$ cat src/rtl/qbert_jump_sequencer_if.sv
`default_nettype none
// +--------------------------------------------------------------------+
// | qbert_jump_sequencer_if : jump-command valid/ready channel, Rev 1.0|
// +--------------------------------------------------------------------+
interface qbert_jump_sequencer_if;
  logic       cmd_valid;
  logic [2:0] cmd_dir;
  logic       cmd_ready;

  modport master (output cmd_valid, output cmd_dir, input cmd_ready);
  modport slave  (input cmd_valid, input cmd_dir, output cmd_ready);
endinterface
`default_nettype wire

$ cat src/rtl/qbert_jump_sequencer.sv
`default_nettype none
// +--------------------------------------------------------------------+
// | qbert_jump_sequencer : jump FSM, cube colouring, lives/level, 1.0  |
// +--------------------------------------------------------------------+
module qbert_jump_sequencer #(
  parameter int N_CUBE       = 27,
  parameter int N_RANK       = 7,
  parameter int MOVE_TIMEOUT = 4095,
  parameter int LIVES_INIT   = 3
) (
  input  logic                  CLK_33,
  input  logic                  reset,
  qbert_jump_sequencer_if.slave cmd,
  input  logic                  restart,
  input  logic                  done_move,
  output logic                  nios_start_qbert,
  output logic [2:0]            qbert_jump,
  output logic                  bad_jump,
  output logic [4:0]            cube_idx,
  output logic [N_CUBE:0]       nios_top_color,
  output logic [4:0]            colored_cnt,
  output logic                  level_done,
  output logic [1:0]            lives,
  output logic                  game_over
);
  localparam int TW = $clog2(MOVE_TIMEOUT + 1);

  typedef enum logic [2:0] {
    IDLE   = 3'd0,
    LAUNCH = 3'd1,
    MOVE   = 3'd2,
    LAND   = 3'd3,
    FALL   = 3'd4,
    HALT   = 3'd5
  } state_t;

  state_t        r_state, w_next;
  logic [2:0]    r_rank, r_col, r_tgt_rank, r_tgt_col;
  logic [3:0]    w_tr, w_tc;
  logic [TW-1:0] r_timer;
  logic [4:0]    w_base, w_tgt_idx;
  logic          r_cmd_ready, w_dir_ok, w_off, w_accept, w_move_end;
  logic          w_new_bit, w_land_done;

  assign cmd.cmd_ready = r_cmd_ready;
  assign w_accept      = cmd.cmd_valid && r_cmd_ready;

  // Target in 4 bits so rank 0 / rank 8 remain distinguishable for the range check
  always_comb begin
    w_dir_ok = 1'b1;
    w_tr     = {1'b0, r_rank};
    w_tc     = {1'b0, r_col};
    case (cmd.cmd_dir)
      3'd1: w_tr = {1'b0, r_rank} - 4'd1;
      3'd2: begin
        w_tr = {1'b0, r_rank} - 4'd1;
        w_tc = {1'b0, r_col} - 4'd1;
      end
      3'd3: begin
        w_tr = {1'b0, r_rank} + 4'd1;
        w_tc = {1'b0, r_col} + 4'd1;
      end
      3'd4: w_tr = {1'b0, r_rank} + 4'd1;
      default: w_dir_ok = 1'b0;
    endcase
    w_off = (w_tr == 4'd0) || (w_tr > 4'(N_RANK)) || (w_tc == 4'd0) || (w_tc > w_tr);
  end

  // First index of each rank, r(r-1)/2
  always_comb begin
    case (r_tgt_rank)
      3'd2:    w_base = 5'd1;
      3'd3:    w_base = 5'd3;
      3'd4:    w_base = 5'd6;
      3'd5:    w_base = 5'd10;
      3'd6:    w_base = 5'd15;
      3'd7:    w_base = 5'd21;
      default: w_base = 5'd0;
    endcase
  end

  assign w_tgt_idx   = w_base + {2'b00, r_tgt_col} - 5'd1;
  assign w_new_bit   = !nios_top_color[w_tgt_idx];
  assign w_land_done = w_new_bit && (colored_cnt == 5'(N_CUBE));
  assign w_move_end  = done_move || (r_timer == TW'(MOVE_TIMEOUT));

  always_comb begin
    w_next = r_state;
    if (restart) begin
      w_next = IDLE;
    end else begin
      case (r_state)
        IDLE:    if (w_accept && w_dir_ok) w_next = LAUNCH;
        LAUNCH:  w_next = MOVE;
        MOVE:    if (w_move_end) w_next = bad_jump ? FALL : LAND;
        LAND:    w_next = w_land_done ? HALT : IDLE;
        FALL:    w_next = (lives <= 2'd1) ? HALT : IDLE;
        HALT:    w_next = HALT;
        default: w_next = IDLE;
      endcase
    end
  end

  always_ff @(posedge CLK_33 or negedge reset) begin
    if (!reset) r_state <= IDLE;
    else        r_state <= w_next;
  end

  always_ff @(posedge CLK_33 or negedge reset) begin
    if (!reset) begin
      r_rank           <= 3'd1;
      r_col            <= 3'd1;
      r_tgt_rank       <= 3'd1;
      r_tgt_col        <= 3'd1;
      r_timer          <= '0;
      r_cmd_ready      <= 1'b1;
      cube_idx         <= 5'd0;
      nios_top_color   <= {{N_CUBE{1'b0}}, 1'b1};
      colored_cnt      <= 5'd1;
      lives            <= 2'(LIVES_INIT);
      level_done       <= 1'b0;
      game_over        <= 1'b0;
      nios_start_qbert <= 1'b0;
      qbert_jump       <= 3'd0;
      bad_jump         <= 1'b0;
    end else if (restart) begin
      r_rank           <= 3'd1;
      r_col            <= 3'd1;
      r_tgt_rank       <= 3'd1;
      r_tgt_col        <= 3'd1;
      r_timer          <= '0;
      r_cmd_ready      <= 1'b1;
      cube_idx         <= 5'd0;
      nios_top_color   <= {{N_CUBE{1'b0}}, 1'b1};
      colored_cnt      <= 5'd1;
      lives            <= 2'(LIVES_INIT);
      level_done       <= 1'b0;
      game_over        <= 1'b0;
      nios_start_qbert <= 1'b0;
      qbert_jump       <= 3'd0;
      bad_jump         <= 1'b0;
    end else begin
      nios_start_qbert <= 1'b0;
      r_cmd_ready      <= (w_next == IDLE);
      case (r_state)
        IDLE: begin
          if (w_accept && w_dir_ok) begin
            qbert_jump       <= cmd.cmd_dir;
            bad_jump         <= w_off;
            r_tgt_rank       <= w_tr[2:0];
            r_tgt_col        <= w_tc[2:0];
            nios_start_qbert <= 1'b1;
          end
        end
        LAUNCH: r_timer <= TW'(1);
        MOVE:   r_timer <= r_timer + TW'(1);
        LAND: begin
          r_rank     <= r_tgt_rank;
          r_col      <= r_tgt_col;
          cube_idx   <= w_tgt_idx;
          qbert_jump <= 3'd0;
          bad_jump   <= 1'b0;
          if (w_new_bit) begin
            nios_top_color[w_tgt_idx] <= 1'b1;
            colored_cnt               <= colored_cnt + 5'd1;
          end
          if (w_land_done) level_done <= 1'b1;
        end
        FALL: begin
          r_rank     <= 3'd1;
          r_col      <= 3'd1;
          cube_idx   <= 5'd0;
          qbert_jump <= 3'd0;
          bad_jump   <= 1'b0;
          if (lives != 2'd0) lives <= lives - 2'd1;
          if (lives <= 2'd1) game_over <= 1'b1;
        end
        default: ;
      endcase
    end
  end
endmodule
`default_nettype wire

$ cat src/flat_wrapper.sv
// flat-port wrapper written by rule: the top's interface ports become plain ports
module qbert_jump_sequencer_flat 
#(
  parameter int N_CUBE       = 27,
  parameter int N_RANK       = 7,
  parameter int MOVE_TIMEOUT = 4095,
  parameter int LIVES_INIT   = 3
)
  (CLK_33, reset, restart, done_move, nios_start_qbert, qbert_jump, bad_jump, cube_idx, nios_top_color, colored_cnt, level_done, lives, game_over, cmd_cmd_valid, cmd_cmd_dir, cmd_cmd_ready);
  qbert_jump_sequencer_if cmd_i ();
  input  logic CLK_33;
  input  logic reset;
  input  logic restart;
  input  logic done_move;
  output logic nios_start_qbert;
  output logic [2:0] qbert_jump;
  output logic bad_jump;
  output logic [4:0] cube_idx;
  output logic [N_CUBE:0] nios_top_color;
  output logic [4:0] colored_cnt;
  output logic level_done;
  output logic [1:0] lives;
  output logic game_over;
  input wire logic [$bits(cmd_i.cmd_valid)-1:0] cmd_cmd_valid;
  input wire logic [$bits(cmd_i.cmd_dir)-1:0] cmd_cmd_dir;
  output wire logic [$bits(cmd_i.cmd_ready)-1:0] cmd_cmd_ready;
  assign cmd_i.cmd_valid = cmd_cmd_valid;
  assign cmd_i.cmd_dir = cmd_cmd_dir;
  assign cmd_cmd_ready = cmd_i.cmd_ready;
  qbert_jump_sequencer #(.N_CUBE(N_CUBE), .N_RANK(N_RANK), .MOVE_TIMEOUT(MOVE_TIMEOUT), .LIVES_INIT(LIVES_INIT)) u_core (.CLK_33(CLK_33), .reset(reset), .cmd(cmd_i), .restart(restart), .done_move(done_move), .nios_start_qbert(nios_start_qbert), .qbert_jump(qbert_jump), .bad_jump(bad_jump), .cube_idx(cube_idx), .nios_top_color(nios_top_color), .colored_cnt(colored_cnt), .level_done(level_done), .lives(lives), .game_over(game_over));
endmodule
$ cat config.mk
export PLATFORM = sky130hd
export DESIGN_NAME = qbert_jump_sequencer_flat
export DESIGN_NICKNAME = d
export VERILOG_FILES = /design/src/rtl/qbert_jump_sequencer_if.sv /design/src/rtl/qbert_jump_sequencer.sv /design/src/flat_wrapper.sv
export SDC_FILE = /design/constraint.sdc
export NUM_CORES = 1
export LEC_CHECK = 0
export BUFFER_PORTS_ARGS = -buffer_cell sky130_fd_sc_hd__buf_2
export CORE_MARGIN = 2
export CORE_UTILIZATION = 57
export CTS_CLUSTER_DIAMETER = 50
export DETAILED_ROUTE_END_ITERATION = 7
export GPL_TIMING_DRIVEN = 0
export PLACE_DENSITY = 0.9
export RECOVER_POWER = 100
export SLEW_MARGIN = 15
export SYNTH_ARGS = -nofsm -noshare
export SYNTH_HDL_FRONTEND = slang
export SYNTH_SLANG_ARGS = --single-unit
$ cat constraint.sdc
create_clock -name CLK_33 -period 5.4 [get_ports CLK_33]
set_input_delay 0.27 -clock CLK_33 [delete_from_list [all_inputs] [get_ports CLK_33]]
set_output_delay 0.27 -clock CLK_33 [all_outputs]
set_load 0.01 [all_outputs]
---- After elaboration in Yosys (flattened, before gate mapping) ----
Index checks and enable logic that the tools add are counted.
word-level totals
  register bits ........................... 75
  output and inout bits ................... 48
  bits of input ports ..................... 8
cells by class
  $add $sub $neg .......................... 9
  reduce and logical (&&, ||, !) cells .... 34
  equality and inequality tests ........... 19
  order comparisons ....................... 5
  bitwise logic cells ..................... 1
  mux-type cells .......................... 54
operator list
  cell                                                 number
  two-way mux 28 bit                                   3
  two-way mux 3 bit                                    16
  one-hot mux 5 bit (6 select lines)                   1
  bitwise OR 28 bit                                    1
  one-hot mux 12 bit (2 select lines)                  1
  equality test 3 bit, second input constant           7
  two-way mux 5 bit                                    4
  equality test 3 x 2 -> 1 bit, second input constant  6
  one-hot mux 3 bit (2 select lines)                   3
  one-hot mux 3 bit (6 select lines)                   1
  one-hot mux 4 bit (2 select lines)                   2
  nonzero test 2 bit                                   8
  two-way mux 1 bit                                    15
  adder 12 x 1 -> 12 bit, second input constant        1
  equality test 12 bit, second input constant          1
  two-way mux 12 bit                                   1
  AND reduction 2 bit                                  6
  one-hot mux 5 bit (2 select lines)                   1
  nonzero test 3 bit                                   3
  adder 3 x 1 -> 4 bit, second input constant          2
  zero test 4 bit                                      2
  subtractor 3 x 1 -> 4 bit, second input constant     2
  equality test 3 x 1 -> 1 bit, second input constant  2
  zero test 3 bit                                      2
  other kinds (21)                                     31

---- Longest topological paths before layout ----
Gate-level depths: netlist of the first run.
  word-level depth ........................ 13
  depth in mapped cells ................... 14
  mapped depth without buffers ............ 13

---- Worst setup path after synthesis of the first run ----
OpenSTA, ideal clock, no wires.
  path kind ............................... reg-to-reg
  start ................................... register u_core.r_tgt_rank[0]
  end ..................................... register u_core.colored_cnt[3]
  cell stages (with the launch flop) ...... 15
  arrival time ............................ 3.333 ns
  setup slack ............................. 1.989 ns
  setup time .............................. 0.078 ns
  buffers on the path ..................... 2
  data required time ...................... 5.322 ns
  clock period less this slack ............ 3.411 ns
  cell sequence ........................... dfstp_2 nand2_1 xor2_1 ha_1 inv_1 ha_1 inv_1 fa_1 buf_2 mux4_2 a31oi_1 a2bb2oi_1 buf_6 or4_1 a21oi_1
between the ends
  word-level cells in the longest chain between the ends .. 8
  elaborated cells on any way between the ends .. 13
ends and longest elaborated chain
  what                                                                        RTL line                     RTL
  start: declaration                                                          qbert_jump_sequencer.sv:38   logic [2:0] r_rank, r_col, r_tgt_rank, r_tgt_col;
  start signal: assignment                                                    qbert_jump_sequencer.sv:150  r_tgt_rank <= w_tr[2:0];
  equality test 3 bit / equality test 3 x 2 -> 1 bit (equally long branches)  qbert_jump_sequencer.sv:71   case (r_tgt_rank)
  one-hot mux 5 bit (6 select lines) *                                        qbert_jump_sequencer.sv:71
  adder 5 x 3 -> 5 bit *                                                      qbert_jump_sequencer.sv:82   assign w_tgt_idx = w_base + {2'b00, r_tgt_col} - 5'd1;
  subtractor 5 x 1 -> 5 bit *                                                 qbert_jump_sequencer.sv:82
  binary-select mux 1 bit (select 5 bit) *                                    qbert_jump_sequencer.sv:83   assign w_new_bit = !nios_top_color[w_tgt_idx];
  two-way mux 1 bit (implied by the code) *                                   qbert_jump_sequencer.sv:83
  != test 2 bit (no line) *                                                   n/a
  AND reduction 2 bit (no line) *                                             n/a
  end signal: assignment                                                      qbert_jump_sequencer.sv:165  colored_cnt <= colored_cnt + 5'd1;
  end: declaration                                                            qbert_jump_sequencer.sv:21   output logic [4:0] colored_cnt,
Every way passes the cells marked *; elsewhere a longest branch is shown, timed or not. The select of a mux whose other input is x is not followed.
A chain may end at the register's enable or synchronous reset.

---- Final worst setup path of the first run ----
Same ends and word-level chain as after synthesis.

==> results of run 1 <==
-- flip-flops by register name (all words and copies together), names as in the netlist, 2 cells and up --
signal                 count
u_core.qbert_jump          3
u_core.r_tgt_rank          3
u_core.r_state             3
u_core.nios_top_color     28
u_core.r_col               3
u_core.lives               2
u_core.cube_idx            5
u_core.r_tgt_col           3
u_core.colored_cnt         5
u_core.r_rank              3
u_core.r_timer            12
-- per-layer routing --
layer,track usage (%),vias to the layer above,share of wire [%]
met5,0,-,0
met4,9.09,0,2.4
met3,6.49,32,7.0
met2,46.5,177,50
met1,35.9,1826,41
li1,-,1698,-
-- critical path: stages (launching register included) --
cell and delay (ns):
dfstp_1 0.63, nand2_1 0.13, xor2_1 0.17, ha_1 0.27
inv_1 0.06, ha_1 0.17, inv_1 0.06, fa_1 0.60
clkbuf_1 0.38, mux4_2 0.37, a31oi_1 0.25, a2bb2oi_1 0.15
clkbuf_1 0.23, or4_1 0.51, a21oi_1 0.15
-- synthesized netlist by cell type, types with 5 or more instances --
master | count | area [sq um]
a31oi_1 | 5 | 31.3
ha_1 | 18 | 225
nor3_1 | 6 | 30.0
clkbuf_1 | 19 | 71.3
inv_1 | 21 | 78.8
dfstp_2 | 9 | 236
mux2i_1 | 6 | 60.1
xor2_1 | 5 | 43.8
and3_1 | 6 | 37.5
nor2_1 | 70 | 263
a21oi_1 | 49 | 245
nand2_1 | 33 | 124
nand3_1 | 9 | 45.0
o21ai_0 | 21 | 105
dfrtp_1 | 66 | 1650
nand2b_1 | 6 | 37.5
a22o_1 | 5 | 43.8
nor2b_1 | 8 | 50.1
xnor2_1 | 9 | 78.8
-- power groups by stage --
stage / combinational (mW) / sequential [mW] / clock, mW
2_1_floorplan: 0.211 / 0.595 / 0
3_3_place_gp: 0.274 / 0.594 / 0
3_5_place_dp: 0.288 / 0.595 / 0
4_1_cts: 0.293 / 0.584 / 0.437
5_1_grt: 0.307 / 0.585 / 0.462
6_report: 0.280 / 0.584 / 0.439
-- timing repair --
action	4_1_cts	5_1_grt
hold buffers	1	0
hold endpoints to repair	10	0
setup endpoints to repair	0	0
-- stage by stage --
stage               hold slack, ns  power (mW)  setup WS, ns  cell area [sq um]
CTS                          0.226        1.31          1.56               4800
floorplan                  -0.0256       0.806          1.99               4180
global route                 0.228        1.35         0.984               4720
global placement             0.476       0.868          1.70               4560
detailed placement           0.120       0.883          1.61               4590
finish                       0.225        1.30          1.20               4720
-- cells by family (layout without fill, tap and decap cells) --
group / Yosys count / count (layout)
and+or+nand+nor: 166 / 166
AOI/OAI and AO/OA: 115 / 115
xor gates and xnor gates: 14 / 14
DFF: 75 / 75
muxes: 13 / 13
adders and majority gates: 21 / 21
buffers and inverters: 44 / 114
-- cell type report --
class | instances | area [sq um] | area share (%)
Clock inverter | 4 | 52.6 | 1.11
Sequential cell | 75 | 1890 | 40.0
Buffer | 23 | 86.3 | 1.83
Clock buffer | 12 | 145 | 3.07
Timing Repair Buffer | 54 | 243 | 5.14
Inverter | 21 | 78.8 | 1.67
Tap cell | 99 | 124 | 2.62
Multi-Input combinational cell | 329 | 2100 | 44.6
-- path summary, 6_finish.rpt --
| check | start | end | slack (ns) | cells past startpoint |
|---|---|---|---|---|
| max | u_core.r_tgt_rank[0]$_DFFE_PN1P_ | u_core.colored_cnt[3]$_DFFE_PN0P_ | 1.20 | 14 |
| max in group asynchronous | reset | u_core.r_tgt_col[0]$_DFFE_PN1P_ | 4.16 | 3 |
| min reg2reg | u_core.r_timer[11]$_DFFE_PN0P_ | u_core.r_timer[11]$_DFFE_PN0P_ | 0.48 | 1 |
| min in group asynchronous | reset | u_core.r_timer[10]$_DFFE_PN0P_ | 0.44 | 2 |
| min | cmd_cmd_dir[1] | u_core.qbert_jump[1]$_DFFE_PN0P_ | 0.22 | 2 |
| max reg2reg | u_core.r_tgt_rank[0]$_DFFE_PN1P_ | u_core.colored_cnt[3]$_DFFE_PN0P_ | 1.20 | 14 |
==> results.cfg, run 1 <==
[outcome]
status = finished, final reports clean

[route]
avgRoutedWirePerCell_um = 16.9
avgViaCountPerCell = 6.05
route.detailed.drc = 0
antenna_left = 0
vias = 3733
first_pass_iters = 5
totalWireLength_um = 10400
drtIter0Drc = 333

[cells_and_area]
final_core_util_pct = 65.8
diodes = 0
drive_gt1_share_pct = 6.56
final_cell_mix = nor2_1 (70), clkbuf_1 (68), dfrtp_1 (66)
instances_no_fill = 617
final_common_cell = nor2_1
syn_to_final_growth_pct = 13.0
num-fill-cells = 579
final_nets = 542

[synth]
yosys.cell_types.count = 56
synth-main-ff-cell = dfrtp_1
synth_nets = 477
synthCells = 448
synth_top_family_by_area = simple AND/OR/NAND/NOR gates
synth-simple-area-share_pct = 18.7
synth_area_sq_mm = 0.00418
synth_edf_count = 0
syn_avg_cell_area_sq_um = 9.33
ys.warnings.count = 0
synthArstFlopShare_pct = 100
ys_ff_latch = 75
synth_compound_area_share_pct = 16.8
synthMuxAreaShare_pct = 5.12
synth_fa_ha_area_share_pct = 6.83
synth-xor-area-share_pct = 2.94
synth_seq_area_share_pct = 45.2

[sta]
rsz0062_at_grt = no
worstMarginPinSlew_ns = 1.09
setup_tns_ns = 0
slew_violations = 0
fmax_mhz = 238
relSlewSlack_pct = 26.7
setup_viol = 0
hold_violations = 0
min_period_ns = 4.20
period_share_pct = 77.8
fin_skew_ns = 0.0122

[critical_path]
cp_data_required_time_ns = 5.68
path_class = register to register
worstPathArrival_ns = 4.49
worst-path-max-fanout = 10
cp-end-kind = register
worstSetupStartpointType = register

[hold_path]
hold_class = primary input to register

[power_and_ir_drop]
internal_power_mw = 0.898
power_frac_clock_pct = 33.7
combPwrFrac_pct = 21.5
pwr-share-seq_pct = 44.8
leakagePower_nw = 2.08
p_sw_mw = 0.405
p_sw_share_pct = 31.1
max-vdd-ir-drop_v = 0.000168
cellPowerDensity_mw_per_mm2 = 276

[clock_tree]
ctsResizeCount = 0
worstSkewPairLatency_ns = 0.36
clk_pin_slew_ns = 0.08
post_cts_buffers = 0
cts_max_path_buffers = 2
numCtsBuffers = 9
root_buffer = clkbuf_8
cts_tree = yes
cts.sinks = 75
htreeDepth = 3

[grt]
grt_use_total_pct = 27.8
antenna_found_initial = 0
grt_pass1_wl_um = 17200
grt_pass1_vias = 3663
grt_max_degree = 66
grt-ovfl-total = 0

[placement]
portBuffers = 52
gp_congestion = 0.879
dp_cells = 600
dp_hpwl_um = 7350

[floorplan]
start_util_pct = 58.2
dieHeight_um = 89.6
core_area_sq_mm = 0.00718
rows = 31
die_area_sq_mm = 0.00803
die_w_um = 89.6
io_pins = 56

[run]
max_cap_violations = 0
No activity file was read; power rests on OpenSTA's default activity.
==> run 2, diff against run 1 <==
--- a/config.mk
+++ b/config.mk
@@ -5,13 +5,14 @@
 export SDC_FILE = /design/constraint.sdc
 export NUM_CORES = 1
 export LEC_CHECK = 0
+export ABC_AREA = 1
 export BUFFER_PORTS_ARGS = -buffer_cell sky130_fd_sc_hd__buf_2
 export CORE_MARGIN = 2
-export CORE_UTILIZATION = 57
+export CORE_UTILIZATION = 53
 export CTS_CLUSTER_DIAMETER = 50
 export DETAILED_ROUTE_END_ITERATION = 7
 export GPL_TIMING_DRIVEN = 0
-export PLACE_DENSITY = 0.9
+export PLACE_DENSITY = 0.88
 export RECOVER_POWER = 100
 export SLEW_MARGIN = 15
 export SYNTH_ARGS = -nofsm -noshare
==> constraint.sdc (replaced) <==
create_clock -name CLK_33 -period 3.8 [get_ports CLK_33]
set_input_delay 0.19 -clock CLK_33 [delete_from_list [all_inputs] [get_ports CLK_33]]
set_output_delay 0.19 -clock CLK_33 [all_outputs]
set_load 0.01 [all_outputs]
==> results.cfg, run 2 <==
[outcome]
status = finished, final reports clean

[cells_and_area]
final_cell_area_sq_mm = 0.00488
syn_to_final_growth_pct = 11.3
final_cell_mix = inv_1 (96), nand2_1 (91), nor2_1 (81)
final_common_cell = inv_1
top_regs = u_core.nios_top_color: 28 flops, u_core.r_timer: 12 flops
drive_gt1_share_pct = 6.15
diodes = 0
largest_reg_flops = 28
final_nets = 675
num-fill-cells = 741
largest-register = u_core.nios_top_color

[placement]
portBuffers = 54
gp_congestion = 0.932
place_ws_ns = 0.430
dp_hpwl_um = 7820
dpl_cell_area_sq_mm = 0.00482

[critical_path]
worstPathArrival_ns = 3.70
worstSetupStartpointType = register
cp-end-kind = register
worst-path-max-fanout = 10
cp_data_required_time_ns = 4.01
rr_worst_depth = 16
path_class = register to register
r2r-end = u_core.nios_top_color[11]$_DFFE_PN0P_
regToRegStartpoint = u_core.r_tgt_rank[0]$_DFFE_PN1P_
r2r_slack_ns = 0.31

[sta]
min_period_ns = 3.49
relSlewSlack_pct = 12.0
worstMarginPinSlew_ns = 1.32
setup_tns_ns = 0
rsz0062_at_grt = no
worst_slack_ns = 0.310
fmax_mhz = 287
holdWs_ns = 0.143
setup_viol = 0
slew_violations = 0
period_share_pct = 91.8
hold_violations = 0
fin_skew_ns = 0.00811

[grt]
grt-ovfl-total = 0
grt_max_degree = 55
antenna_found_initial = 0
grt_use_total_pct = 25.2
grt_pass1_vias = 4019
grt_pass1_wl_um = 17800

[synth]
yosys-top-cells-count = inv_1 (96), nand2_1 (90), nor2_1 (79), dfrtp_1 (66), nand3_1 (57)
ys_top_cells_by_area = dfrtp_1 (38%), inv_1 (8.2%), nand2_1 (7.7%), nor2_1 (6.8%), nand3_1 (6.5%)
synth_top_area_share_pct = 37.6
synthArstFlopShare_pct = 100
synth_seq_area_share_pct = 43.0
synthCells = 579
synth_edf_count = 0
syn_avg_cell_area_sq_um = 7.58
ys_ff_latch = 75
yosysMostFrequentCell = inv_1
synth-main-ff-cell = dfrtp_1
ys.warnings.count = 0
synth_area_sq_mm = 0.00439
yosys.cell_types.count = 41
yosysTopAreaCell = dfrtp_1
synth_nets = 608

[route]
totalWireLength_um = 10600
avgViaCountPerCell = 5.57
first_pass_iters = 5
vias = 4209
route.detailed.drc = 0
drtIter0Drc = 281
antenna_left = 0
avgRoutedWirePerCell_um = 14.1

[clock_tree]
cts.sinks = 75
post_cts_buffers = 0
numCtsBuffers = 9
cts_max_path_buffers = 2
cts_tree = yes
clk_pin_slew_ns = 0.07
postCtsHoldBufs = 1
htreeDepth = 3
ctsResizeCount = 0
root_buffer = clkbuf_8
worstSkewPairLatency_ns = 0.35

[floorplan]
die_w_um = 95.0
io_pins = 56
rows = 33
start_util_pct = 53.9
die_area_sq_mm = 0.00902
dieHeight_um = 95.0
core_area_sq_mm = 0.00813

[power_and_ir_drop]
pwr-share-seq_pct = 41.9
internal_power_mw = 1.27
cellPowerDensity_mw_per_mm2 = 411
p_sw_mw = 0.738
p_sw_share_pct = 36.8
finalPower_mw = 2.01
leakagePower_nw = 2.28
combPwrFrac_pct = 31.8
max-vdd-ir-drop_v = 0.000234
power_frac_clock_pct = 26.3

[hold_path]
hold_depth = 3
min_from = cmd_cmd_dir[1]
hold_end = u_core.qbert_jump[1]$_DFFE_PN0P_
hold_class = primary input to register

[run]
max_cap_violations = 0
-- run 2: cell types whose count changed after synthesis, moves of 8 or more --
cell      previous run  this run
nor2_1              70        79
nand2_1             33        90
nand3_1              9        57
nor2b_1              8         0
o21ai_0             21        37
clkbuf_1            19         8
inv_1               21        96
-- run 2: area by class of cell --
class / instances / area [sq um] / area share, %
flip-flops and latches: 75 / 1890 / 38.7
multi-input cells: 388 / 2020 / 41.3
plain buffers: 18 / 93.8 / 1.92
inverters: 98 / 368 / 7.53
well taps: 105 / 131 / 2.69
repair buffers: 56 / 228 / 4.66
clock buffers: 15 / 156 / 3.20
-- run 2: how the worst max path moves through the flow --
| stage | endpoint | cells after the start | start |
|---|---|---|---|
| after floorplan | u_core.colored_cnt[2]$_DFFE_PN0P_ | 18 | u_core.r_tgt_rank[0]$_DFFE_PN1P_ |
| after CTS | u_core.cmd.cmd_ready$_DFF_PN1_ | 18 | u_core.r_tgt_rank[0]$_DFFE_PN1P_ |
| after global placement | u_core.cmd.cmd_ready$_DFF_PN1_ | 18 | u_core.r_tgt_rank[0]$_DFFE_PN1P_ |
| after global routing | u_core.colored_cnt[3]$_DFFE_PN0P_ | 16 | u_core.r_tgt_rank[0]$_DFFE_PN1P_ |
| final | u_core.nios_top_color[11]$_DFFE_PN0P_ | 16 | u_core.r_tgt_rank[0]$_DFFE_PN1P_ |
| after detailed placement | u_core.colored_cnt[3]$_DFFE_PN0P_ | 16 | u_core.r_tgt_rank[0]$_DFFE_PN1P_ |
-- run 2: logic make-up (layout without fill, tap and decap cells) --
group / count (synthesis) / count (layout) / synth area share [%]
AND/OR/NAND/NOR: 243 / 243 / 23.5
AO/OA/AOI/OAI: 116 / 116 / 14.7
buffers and inverters: 116 / 187 / 10.7
flip-flops: 75 / 75 / 43.0
adder cells (fa/ha/maj): 21 / 21 / 6.50
XOR/XNOR: 8 / 8 / 1.60
-- run 2: power groups by stage --
| stage | Sequential (mW) | Combinational, mW | Clock [mW] |
|---|---|---|---|
| final | 0.841 | 0.638 | 0.528 |
| after global routing | 0.844 | 0.715 | 0.568 |
| after CTS | 0.841 | 0.649 | 0.535 |
| after detailed placement | 0.856 | 0.644 | 0 |
| after global placement | 0.855 | 0.625 | 0 |
| after floorplan | 0.859 | 0.476 | 0 |
-- run 2: per-layer routing --
| metal | part of all wire (%) | vias to the layer above | global-route usage (%) |
|---|---|---|---|
| li1 | - | 1997 | - |
| met1 | 43 | 2006 | 32.6 |
| met2 | 48 | 183 | 40.7 |
| met3 | 6.6 | 23 | 4.55 |
| met4 | 2.2 | 0 | 12.3 |
| met5 | 0 | - | 0 |
-- run 2: through the flow --
stage,util (%),std cells
after floorplan,-,579
after global routing,60.1,755
after CTS,61.3,755
final,60.1,755
after global placement,58.9,738
after detailed placement,59.3,739
-- run 2: critical path: stages (launching register included) --
cell	delay, ns
dfstp_1	0.58
nand2_1	0.10
xor2_1	0.15
ha_1	0.27
inv_1	0.06
ha_1	0.16
inv_1	0.06
fa_1	0.53
clkbuf_1	0.44
o21ai_0	0.17
nor2_1	0.14
nor2_1	0.06
nor2_1	0.12
nand2_2	0.11
clkbuf_2	0.21
nand3_1	0.12
a21oi_1	0.07
==> run 3, diff against run 2 <==
--- a/config.mk
+++ b/config.mk
@@ -12,7 +12,7 @@
 export CTS_CLUSTER_DIAMETER = 50
 export DETAILED_ROUTE_END_ITERATION = 7
 export GPL_TIMING_DRIVEN = 0
-export PLACE_DENSITY = 0.88
+export PLACE_DENSITY = 0.81
 export RECOVER_POWER = 100
 export SLEW_MARGIN = 15
 export SYNTH_ARGS = -nofsm -noshare
==> results.cfg, run 3 (same netlist as run 2, synthesis figures left out) <==
[floorplan]
die_area_sq_mm = 0.00902
core_area_sq_mm = 0.00813
io_pins = 56
start_util_pct = 53.9
dieHeight_um = 95.0
rows = 33
die_w_um = 95.0

[grt]
grt-ovfl-total = 0
grt_use_total_pct = 26.1
antenna_found_initial = 0
grt_pass1_vias = 4007
grt_pass1_wl_um = 18600
grt_max_degree = 61

[power_and_ir_drop]
cellPowerDensity_mw_per_mm2 = 450
pwr-share-seq_pct = 37.6
finalPower_mw = 2.24
combPwrFrac_pct = 28.0
max-vdd-ir-drop_v = 0.000245
power_frac_clock_pct = 34.4
p_sw_share_pct = 33.9
internal_power_mw = 1.48
p_sw_mw = 0.761
leakagePower_nw = 2.32

[sta]
rsz0062_at_grt = no
setup_viol = 0
worstMarginPinSlew_ns = 1.46
slew_violations = 0
hold_violations = 0
min_period_ns = 3.37
holdWs_ns = 0.150
period_share_pct = 88.7
setup_tns_ns = 0
fin_skew_ns = 0.0105
fmax_mhz = 297
relSlewSlack_pct = 2.34

[critical_path]
path_class = register to register
rr_worst_depth = 20
worstPathArrival_ns = 3.65
r2r-end = u_core.cmd.cmd_ready$_DFF_PN1_
worstSetupStartpointType = register
regToRegStartpoint = u_core.r_tgt_rank[0]$_DFFE_PN1P_
r2r_slack_ns = 0.43
worst-path-max-fanout = 10
cp_data_required_time_ns = 4.08
cp-end-kind = register

[route]
route.detailed.drc = 0
first_pass_iters = 5
antenna_left = 0
avgViaCountPerCell = 5.43
totalWireLength_um = 10700
avgRoutedWirePerCell_um = 14.2
drtIter0Drc = 230
vias = 4096

[hold_path]
min_from = cmd_cmd_dir[1]
hold_class = primary input to register
hold_end = u_core.qbert_jump[1]$_DFFE_PN0P_
hold_depth = 3

[clock_tree]
post_cts_buffers = 0
htreeDepth = 3
root_buffer = clkbuf_8
cts_tree = yes
numCtsBuffers = 9
clk_pin_slew_ns = 0.08
cts_max_path_buffers = 2
cts.sinks = 75
worstSkewPairLatency_ns = 0.35

[cells_and_area]
top_regs = u_core.nios_top_color: 28 flops, u_core.r_timer: 12 flops
final_cell_area_sq_mm = 0.00498
largest_reg_flops = 28
syn_to_final_growth_pct = 13.4
num-fill-cells = 732
final_nets = 675
largest-register = u_core.nios_top_color
final_common_cell = inv_1
final_cell_mix = inv_1 (96), nand2_1 (92), nor2_1 (81)
drive_gt1_share_pct = 6.92
diodes = 0

[placement]
dpl_cell_area_sq_mm = 0.00482
portBuffers = 54
dp_hpwl_um = 7940
gp_congestion = 0.932

[run]
max_cap_violations = 0

[outcome]
status = finished, final reports clean
[run 3: area by class of cell]
class                      instances  area [sq um]  area share [%]
multi-input combinational        388          2020            40.5
tap                              105           131            2.64
inverter                          98           368            7.39
sequential                        75          1890            37.9
timing repair buffer              56           229            4.60
clock buffer                      11           151            3.04
clock inverter                     4          97.6            1.96
buffer                            18          95.1            1.91
[run 3: power groups by stage]
stage          clock (mW)  sequential, mW  combinational [mW]
3_5_place_dp            0           0.858               0.648
4_1_cts             0.779           0.843               0.652
2_1_floorplan           0           0.859               0.476
3_3_place_gp            0           0.856               0.625
5_1_grt             0.818           0.846               0.712
6_report            0.770           0.843               0.629
[run 3: how the worst max path moves through the flow]
| stage | from | endpoint | slack, ns | cells after the start |
|---|---|---|---|---|
| after floorplan | u_core.r_tgt_rank[0]$_DFFE_PN1P_ | u_core.colored_cnt[2]$_DFFE_PN0P_ | 0.87 | 18 |
| after global placement | u_core.r_tgt_rank[0]$_DFFE_PN1P_ | u_core.cmd.cmd_ready$_DFF_PN1_ | 0.49 | 18 |
| after detailed placement | u_core.r_tgt_rank[0]$_DFFE_PN1P_ | u_core.cmd.cmd_ready$_DFF_PN1_ | 0.38 | 20 |
| after CTS | u_core.r_tgt_rank[0]$_DFFE_PN1P_ | u_core.cmd.cmd_ready$_DFF_PN1_ | 0.33 | 20 |
| after global routing | u_core.r_tgt_rank[0]$_DFFE_PN1P_ | u_core.cmd.cmd_ready$_DFF_PN1_ | 0.12 | 18 |
| final | u_core.r_tgt_rank[0]$_DFFE_PN1P_ | u_core.cmd.cmd_ready$_DFF_PN1_ | 0.43 | 20 |
[run 3: stage by stage]
step / setup slack [ns] / std cells / utilization, %
2_1_floorplan: 0.874 / 579 / -
3_3_place_gp: 0.489 / 738 / 58.9
3_5_place_dp: 0.376 / 739 / 59.3
4_1_cts: 0.326 / 755 / 62.4
5_1_grt: 0.116 / 755 / 61.2
6_report: 0.430 / 755 / 61.2
[run 3: what timing repair did]
action,in CTS,in global routing
endpoints found under the hold margin,15,0
hold buffers,1,0
setup endpoints to repair,0,1
gates resized for setup,0,2
[run 3: worst max-delay path, stage by stage, from the launching register on]
cell and delay (ns):
dfstp_1 0.60, nand2_1 0.11, xor2_1 0.15, ha_1 0.27, inv_1 0.06, ha_1 0.15, inv_1 0.06, fa_1 0.53
clkbuf_2 0.26, o21ai_1 0.10, inv_1 0.06, nand2_1 0.05, nand2_1 0.07, nor2_1 0.05, nor2_1 0.10, nand2_1 0.16
nand2_1 0.16, nand3_1 0.11, nand2_1 0.07, inv_1 0.06, nor2_1 0.12
[run 3: per-layer routing]
layer / track usage, % / up-vias / share of wire [%] / routed length (um)
li1: - / 2001 / - / -
met3: 4.07 / 19 / 5.3 / 566
met4: 9.42 / 0 / 1.5 / 165
met5: 0 / - / 0 / 0
met1: 34.2 / 1948 / 43 / 4630
met2: 43.9 / 128 / 50 / 5330
